[src/rtl/cac_update_drain.sv]
`default_nettype none
// +--------------------------------------------------------------------------+
// | Module      : cac_update_drain                                           |
// | Description : Receiving end of the two-lane CaC update interface. Each   |
// |               lane is buffered in its own FIFO. The two FIFOs are        |
// |               serialized round-robin onto a single valid/ready stream.   |
// |               The upstream has no ready input, so an early registered    |
// |               Stall is driven back and dropped updates are flagged.      |
// | Revision    : 1.0 - initial release                                      |
// +--------------------------------------------------------------------------+
// | Ports                                                                    |
// |   clk                  clock                                             |
// |   rst                  synchronous reset, active-low                     |
// |   InputValid_A/_B      per-lane update valid (no ready upstream)         |
// |   InDestVid_A/_B       per-lane destination vertex id                    |
// |   InUpdate_A/_B        per-lane update value                             |
// |   Stall                registered backpressure to upstream               |
// |   OutValid/OutReady    serialized output handshake                       |
// |   OutDestVid/OutUpdate serialized output payload                         |
// |   OutLane              source lane of the presented update (0=A, 1=B)    |
// |   Overflow             sticky: an update was dropped since reset         |
// +--------------------------------------------------------------------------+
module cac_update_drain #(
  parameter int DATA_W     = 32,
  parameter int PIPE_DEPTH = 3,
  parameter int FIFO_DEPTH = 8
) (
  input  logic              clk,
  input  logic              rst,
  input  logic              InputValid_A,
  input  logic              InputValid_B,
  input  logic [DATA_W-1:0] InDestVid_A,
  input  logic [DATA_W-1:0] InDestVid_B,
  input  logic [DATA_W-1:0] InUpdate_A,
  input  logic [DATA_W-1:0] InUpdate_B,
  output logic              Stall,
  output logic              OutValid,
  input  logic              OutReady,
  output logic [DATA_W-1:0] OutDestVid,
  output logic [DATA_W-1:0] OutUpdate,
  output logic              OutLane,
  output logic              Overflow
);

  localparam int              c_AW   = $clog2(FIFO_DEPTH);
  localparam int              c_CW   = c_AW + 1;
  localparam int              c_EW   = 2 * DATA_W;
  localparam logic [c_CW-1:0] c_FULL = c_CW'(FIFO_DEPTH);
  localparam logic [c_CW-1:0] c_THR  = c_CW'(FIFO_DEPTH - PIPE_DEPTH);

  // Lane index 0 = A, 1 = B throughout.
  logic [1:0]      w_in_valid;
  logic [c_EW-1:0] w_in_data [2];
  logic [c_EW-1:0] w_head    [2];
  logic [1:0]      w_empty;
  logic [1:0]      w_full;
  logic [1:0]      w_pop;
  logic [1:0]      w_drop;
  logic [1:0]      w_hi;

  logic            w_load;
  logic            w_both;
  logic            w_grant;
  logic [c_EW-1:0] w_sel;

  logic              r_out_valid;
  logic [DATA_W-1:0] r_out_dest;
  logic [DATA_W-1:0] r_out_upd;
  logic              r_out_lane;
  logic              r_rr;
  logic              r_stall;
  logic              r_ovf;

  assign w_in_valid   = {InputValid_B, InputValid_A};
  assign w_in_data[0] = {InDestVid_A, InUpdate_A};
  assign w_in_data[1] = {InDestVid_B, InUpdate_B};

  for (genvar l = 0; l < 2; l++) begin : g_lane
    logic [c_EW-1:0] r_mem [FIFO_DEPTH];
    logic [c_AW-1:0] r_wp;
    logic [c_AW-1:0] r_rp;
    logic [c_CW-1:0] r_cnt;
    logic [c_CW-1:0] w_cnt_nxt;
    logic            w_push;

    assign w_full[l]  = (r_cnt == c_FULL);
    assign w_empty[l] = (r_cnt == '0);
    assign w_head[l]  = r_mem[r_rp];
    // A full FIFO still accepts a write when its head leaves in the same cycle.
    assign w_push     = w_in_valid[l] && (!w_full[l] || w_pop[l]);
    assign w_drop[l]  = w_in_valid[l] && w_full[l] && !w_pop[l];
    // Stall looks at the count as it will be after this edge.
    assign w_hi[l]    = (w_cnt_nxt >= c_THR);

    always_comb begin
      w_cnt_nxt = r_cnt;
      if (w_push && !w_pop[l]) begin
        w_cnt_nxt = r_cnt + 1'b1;
      end else if (!w_push && w_pop[l]) begin
        w_cnt_nxt = r_cnt - 1'b1;
      end
    end

    // Storage is not reset; emptiness is tracked by the count alone.
    always_ff @(posedge clk) begin
      if (w_push) begin
        r_mem[r_wp] <= w_in_data[l];
      end
    end

    // Pointers wrap naturally because FIFO_DEPTH is a power of two.
    always_ff @(posedge clk) begin
      if (!rst) begin
        r_wp  <= '0;
        r_rp  <= '0;
        r_cnt <= '0;
      end else begin
        if (w_push) begin
          r_wp <= r_wp + 1'b1;
        end
        if (w_pop[l]) begin
          r_rp <= r_rp + 1'b1;
        end
        r_cnt <= w_cnt_nxt;
      end
    end
  end

  // Output register refills whenever it is empty or being consumed.
  assign w_load  = (!r_out_valid || OutReady) && (w_empty != 2'b11);
  assign w_both  = (w_empty == 2'b00);
  // 1 selects lane B; a lone non-empty lane wins regardless of the pointer.
  assign w_grant = w_both ? r_rr : w_empty[0];
  assign w_pop   = {w_load && w_grant, w_load && !w_grant};
  assign w_sel   = w_head[w_grant];

  always_ff @(posedge clk) begin
    if (!rst) begin
      r_out_valid <= 1'b0;
      r_out_dest  <= '0;
      r_out_upd   <= '0;
      r_out_lane  <= 1'b0;
      r_rr        <= 1'b0;
      r_stall     <= 1'b0;
      r_ovf       <= 1'b0;
    end else begin
      if (w_load) begin
        r_out_valid <= 1'b1;
        r_out_dest  <= w_sel[c_EW-1:DATA_W];
        r_out_upd   <= w_sel[DATA_W-1:0];
        r_out_lane  <= w_grant;
        // Only contested grants advance the round-robin pointer.
        if (w_both) begin
          r_rr <= ~r_rr;
        end
      end else if (OutReady) begin
        r_out_valid <= 1'b0;
      end
      r_stall <= |w_hi;
      if (|w_drop) begin
        r_ovf <= 1'b1;
      end
    end
  end

  assign Stall      = r_stall;
  assign OutValid   = r_out_valid;
  assign OutDestVid = r_out_dest;
  assign OutUpdate  = r_out_upd;
  assign OutLane    = r_out_lane;
  assign Overflow   = r_ovf;

endmodule
`default_nettype wire
[config.mk]
export PLATFORM = sky130hd
export DESIGN_NAME = cac_update_drain
export DESIGN_NICKNAME = d
export VERILOG_FILES = /design/src/rtl/cac_update_drain.sv
export SDC_FILE = /design/constraint.sdc
export NUM_CORES = 1
export LEC_CHECK = 0
export ABC_CLOCK_PERIOD_IN_PS = 8400
export CORE_ASPECT_RATIO = 1.75
export CORE_MARGIN = 2
export CORE_UTILIZATION = 35
export CTS_CLUSTER_DIAMETER = 50
export DETAILED_ROUTE_END_ITERATION = 8
export GPL_TIMING_DRIVEN = 0
export PLACE_DENSITY = 0.57
export SLEW_MARGIN = 20
export SYNTH_ARGS = -nofsm -noshare
export SYNTH_HDL_FRONTEND = slang
export SYNTH_SLANG_ARGS = --single-unit
[constraint.sdc]
create_clock -name clk -period 8.4 [get_ports clk]
set_clock_uncertainty 0.15 [all_clocks]
set_input_delay 1.26 -clock clk [delete_from_list [all_inputs] [get_ports clk]]
set_output_delay 1.26 -clock clk [all_outputs]
set_load 0.02 [all_outputs]
# After elaboration in Yosys (flattened, before gate mapping)
# Memory sizes are Yosys's and may differ from the RTL's. A register that Yosys moved wholly into a read port is not among the register bits.
# Index checks and enable logic that the tools add are counted.
dict set report totals {
  register_bits 89
  ram_bits 1024
  inputBits 133
  output_inout_bits 68
  elab_cells 80
  memories 2
}
# memory words width read_ports rd_ports_with_merged_regs wr line
set mem_list {}
lappend mem_list {{g_lane[0].r_mem} 8 64 1 1 1 79} ;# logic [c_EW-1:0] r_mem [FIFO_DEPTH];
lappend mem_list {{g_lane[1].r_mem} 8 64 1 1 1 79}
dict set report op_classes {
  add_sub_neg 8
  order_cmp 3
  n_eq_ne 3
  mux 18
  n_bitwise 2
  reduce_logical 31
}
# op n
set op_table {}
lappend op_table {{64-bit two-way mux} 3}
lappend op_table {{4-bit two-way mux} 4}
lappend op_table {{1-bit logical AND} 13}
lappend op_table {{3-bit by 1-bit adder with 3-bit output (second input constant)} 4}
lappend op_table {{3-bit two-way mux} 4}
lappend op_table {{4-bit by 1-bit adder with 4-bit output (second input constant)} 2}
lappend op_table {{4-bit equality test (second input constant)} 2}
lappend op_table {{4-bit by 3-bit >= comparator with 1-bit output (second input constant)} 2}
lappend op_table {{1-bit logical NOT} 8}
lappend op_table {{4-bit logical NOT} 2}
lappend op_table {{4-bit by 1-bit subtractor with 4-bit output (second input constant)} 2}
lappend op_table {{1-bit two-way mux} 7}
lappend op_table {{2-bit OR reduction} 2}
lappend op_table {{1-bit logical OR} 3}
lappend op_table {{2-bit >= comparator (second input constant)} 1}
lappend op_table {{2-bit logical NOT} 1}
lappend op_table {{2-bit != test (second input constant)} 1}
lappend op_table {{1-bit inverter with 2-bit output} 1}
lappend op_table {{2-bit AND reduction} 1}
lappend op_table {{2-bit nonzero test} 1}
lappend op_table {{1-bit inverter} 1}

# Longest topological paths before layout
dict set report depth {
  word_depth 13
  depth_mapped 10
}

# Least setup slack after synthesis
# OpenSTA, ideal clock, no wires.
dict set report synth_path {
  kind {input to register}
  startpoint {in OutReady}
  endpoint {mem g_lane[0].r_mem[0][0] in the netlist's numbering (enable)}
  setup_ns 0.644
  t_arrival_ns 8.081
  required_ns 7.606
  setup_slack_ns -0.475
  cell_stages 6
  cell_sequence {nor2b_1 a21o_1 nor3_2 buf_4 o21ai_2 nor4_1}
}
dict set report synth_via {
  elab_chain_len 7
}
# element line
set synth_lines {}
lappend synth_lines {{from (decl)} 38} ;# input logic OutReady,
lappend synth_lines {{1-bit logical OR} 130} ;# assign w_load = (!r_out_valid || OutReady) && (w_empty != 2'b11);
lappend synth_lines {{1-bit logical AND} 130}
lappend synth_lines {{1-bit logical AND} 134} ;# assign w_pop = {w_load && w_grant, w_load && !w_grant};
lappend synth_lines {{1-bit logical OR} 90} ;# assign w_push = w_in_valid[l] && (!w_full[l] || w_pop[l]);
lappend synth_lines {{1-bit logical AND} 90}
lappend synth_lines {{1-bit two-way mux} 106} ;# if (w_push) begin
lappend synth_lines {{1-bit two-way mux (implied by the code)} 107} ;# r_mem[r_wp] <= w_in_data[l];
lappend synth_lines {{to (decl)} 79}
# Every way passes these cells.

# Worst setup path after layout
dict set report layout_path {
  startpoint {in OutReady}
  endpoint {mem g_lane[1].r_mem[0][37] in the netlist's numbering (enable)}
}
dict set report layout_via {
  elab_chain_len 7
}
# element line
set layout_lines {}
lappend layout_lines {{1-bit logical OR} 130}
lappend layout_lines {{1-bit logical AND} 130}
lappend layout_lines {{1-bit logical AND} 134}
lappend layout_lines {{1-bit logical OR} 90}
lappend layout_lines {{1-bit logical AND} 90}
lappend layout_lines {{1-bit two-way mux} 106}
lappend layout_lines {{1-bit two-way mux (implied by the code)} 107}
lappend layout_lines {{to (decl)} 79}
# Every way passes these cells.

==> metrics.csv <==
metric;value;unit
required time of the critical path;8.65;ns
total core area;120000;µm²
Global Route Usage Sum;17.9;%
io pins;201;
Core Util, Final;42.5;%
initial antenna violation count;31;
area leader, netlist;edfxtp_1;
area of the multi-input gates;9190;µm²
Num Clock Sinks;1119;
Rows;168;
MaxCap Viol Count;0;
critical path capture point type;flop;
TritonCTS Buffers;98;
Tmin final;5.18;ns
Final Slew Violations;0;
fmax;0.193;GHz
die area;124000;µm²
first-pass GRT wire length;158000;µm
Net Sw Frac;31.1;%
fin nets;2542;
WS Path Type;input port to flop;
sequential share of the synthesized area;77.3;%
# Post-CTS Setup Buffers;0;
power share of the sequential group;42.3;%
Clk pwr share;29.3;%
layout cells sized above 1;24.3;%
Worst Hold Slack;0.338;ns
critical path's largest stage delay;0.61;ns
CTS tree;yes;
Clk pin slew, worst setup/hold paths;0.06;ns
Pleak;0.0159;µW
Placement Cell Area;47500;µm²
Hold Fails Final Rpt;0;
htree depth;3;
largest net degree at the start of global routing;20;
GP Congestion;0.798;
outcome;complete, no violations;
worst flop-to-flop path endpoint;g_lane[1].r_mem[0][37];
most frequent CP cell;buf_4;
Synth Area per Inst;21.4;µm²
EDFF count, synth;1024;
R2R cell count;16;
HPWL reported at the end of detailed placement;80700;µm
arrival time of the worst setup path;5.43;ns
Hold Path Origin;OutUpdate[31];
Yosys cell types;53;
Logic pwr share;28.5;%
HP Class;flop to flop;
Ys Warns;0;
Critical R2R Launch;g_lane[1].r_cnt[0];
worst vdd ir;163;µV
vias in the first global route;22184;
Synth top cells by count;edfxtp_1, mux4_2, mux2i_1;
CP Max Fanout;10;
Async SR Flop Fraction;0;%
Synth-to-Final Area Change;20.6;%
Initial DRT Pass Iterations;5;
Post-Synthesis Cells;1973;
P_sw;4980;µW
CTS root buffer;clkbuf_16;
hold buffers post-CTS;0;
Yosys top cell area share;72.8;%
slew margin rel.;24.4;%
setup TNS;0;ns
vias per cell;5.28;
Final Cycle Share;61.7;%
pwr dens;314;nW/µm²
Final setup violation count;0;
filler instances;10371;
type of origin of the critical path;input port;
WHS Path Cells;2;
PortBufs;199;
remaining routing DRC violations;0;
Die Span Y;463;µm
Worst Tran Pin Value;1.13;ns
slowest stage cell, crit path;nor3_2;
most numerous cell in the Yosys netlist;edfxtp_1;
drt wl/cell;27.4;µm
RSZ-0062 raised after global routing;false;
post-route cell area;50900;µm²
Synth Flop Type;edfxtp_1;
Die Width;267;µm
remaining global-route overflow;0;
vias;21197;
flop-to-flop setup slack;3.24;ns
Internal;11000;µW
cells along the critical path;clkdlybuf4s50_1 -> nor2b_1 -> a21oi_2 -> o21ai_4 -> buf_2 -> a21o_1 -> nor3_2 -> buf_4 -> buf_4 -> buf_6 -> buf_4 -> buf_4 -> buf_4 -> buf_4 -> buf_4;
Cell Area, Synth;42200;µm²
Clock Latency Late Sink;0.70;ns
Crit path max-delay family;buffers and inverters;
clk buf depth;3;
# resized after CTS;0;
FF/Latch Area;32700;µm²
crit path buf inv count;10;
Syn Nets;2115;
Area contributors post-synth;edfxtp_1, mux4_2, dfxtp_1, mux2i_1, o22ai_1;
Detail Route Antenna Nets;0;
Hold EP;OutUpdate[31];
Routed WL;110000;µm
Starting DRT DRC Count;1915;
Synth Register Bits;1119;
initial core utilization;35.2;%
## worst max-delay path by stage
stage | to | cells after the start | startpoint
global route | g_lane[1].r_mem[0][38] | 16 | g_lane[1].r_cnt[0]
detailed placement | g_lane[1].r_mem[0][42] | 15 | OutReady
floorplan | g_lane[1].r_mem[0][0] | 6 | OutReady
finish | g_lane[1].r_mem[0][37] | 15 | OutReady
global placement | g_lane[1].r_mem[2][42] | 7 | OutReady
CTS | g_lane[1].r_mem[0][37] | 16 | g_lane[1].r_cnt[0]
## layout by cell type, fill, tap and decap left out, drive strengths merged, types with 6 or more instances in the layout
cell type      synthesis  routed
nor2                  91      91
ha                     9       9
clkdlybuf4s50          0     199
nand3                  8       8
buf                   49     177
edfxtp              1024    1024
clkbuf                57     182
o211ai                 6       6
nor3                  16      16
bufinv                 0      13
inv                    8      14
o22ai                 64      64
clkinvlp               0       6
xor2                   6       6
mux2i                133     133
o21ai                 10      10
nand2                 18      18
mux4                 256     256
a21oi                 70      70
xnor2                  6       6
dfxtp                 95      95
clkinv                 0      33
## layer usage
metal  routed length [µm]  GRT usage, %
met1                44200          22.6
met2                55600          30.3
met3                 7410          4.47
met4                 2800          5.38
met5                  280             0
## per-stage QoR
stage / cells / total power [µW] / setup WS (ns)
2_1_floorplan: 1973 / 9640 / 1.16
3_3_place_gp: 3702 / 11400 / -5.21
3_5_place_dp: 3829 / 11500 / 2.51
4_1_cts: 4012 / 16100 / 3.23
5_1_grt: 4016 / 16600 / 2.97
6_report: 4018 / 16000 / 3.22
## worst min-delay path, stage by stage, from the launching register on
cell and delay (ns):
dfxtp_1 0.32, a21oi_1 0.06, nor2_1 0.07
## flip-flops by register name (all words and copies together), names as in the netlist, named ones only
name and cells:
OutDestVid 32, r_rr 1, OutLane 1, Overflow 1, g_lane.r_mem 1024, Stall 1, g_lane.r_rp 6, g_lane.r_wp 6
OutUpdate 32, OutValid 1, g_lane.r_cnt 8
## kinds of logic after synthesis
logic type | Yosys count | synth area share, %
fa+ha+maj | 9 | 0.267
mux | 390 | 16.8
simple gates | 157 | 1.68
flops | 1119 | 77.3
xor+xnor | 12 | 0.249
buf+inv | 114 | 1.14
compound gates | 172 | 2.49
## power by group through the flow
stage / registers, µW / clock network (µW) / logic [µW]
final: 6760 / 4680 / 4560
after CTS: 6760 / 4770 / 4610
after global placement: 6950 / 0 / 4420
after floorplan: 6920 / 0 / 2720
after global routing: 6790 / 4970 / 4880
after detailed placement: 6880 / 0 / 4590
## layout make-up
cell class / count / share of cell area [%]
clock inverters: 58 / 1.33
clock buffers: 125 / 5.24
inverters: 8 / 0.0590
repair buffers: 327 / 6.50
well taps: 1530 / 3.76
flip-flops and latches: 1119 / 64.1
plain buffers: 106 / 0.887
diodes: 5 / 0.0246
multi-input cells: 740 / 18.1
Note: power is estimated with default switching activity, not from simulation.
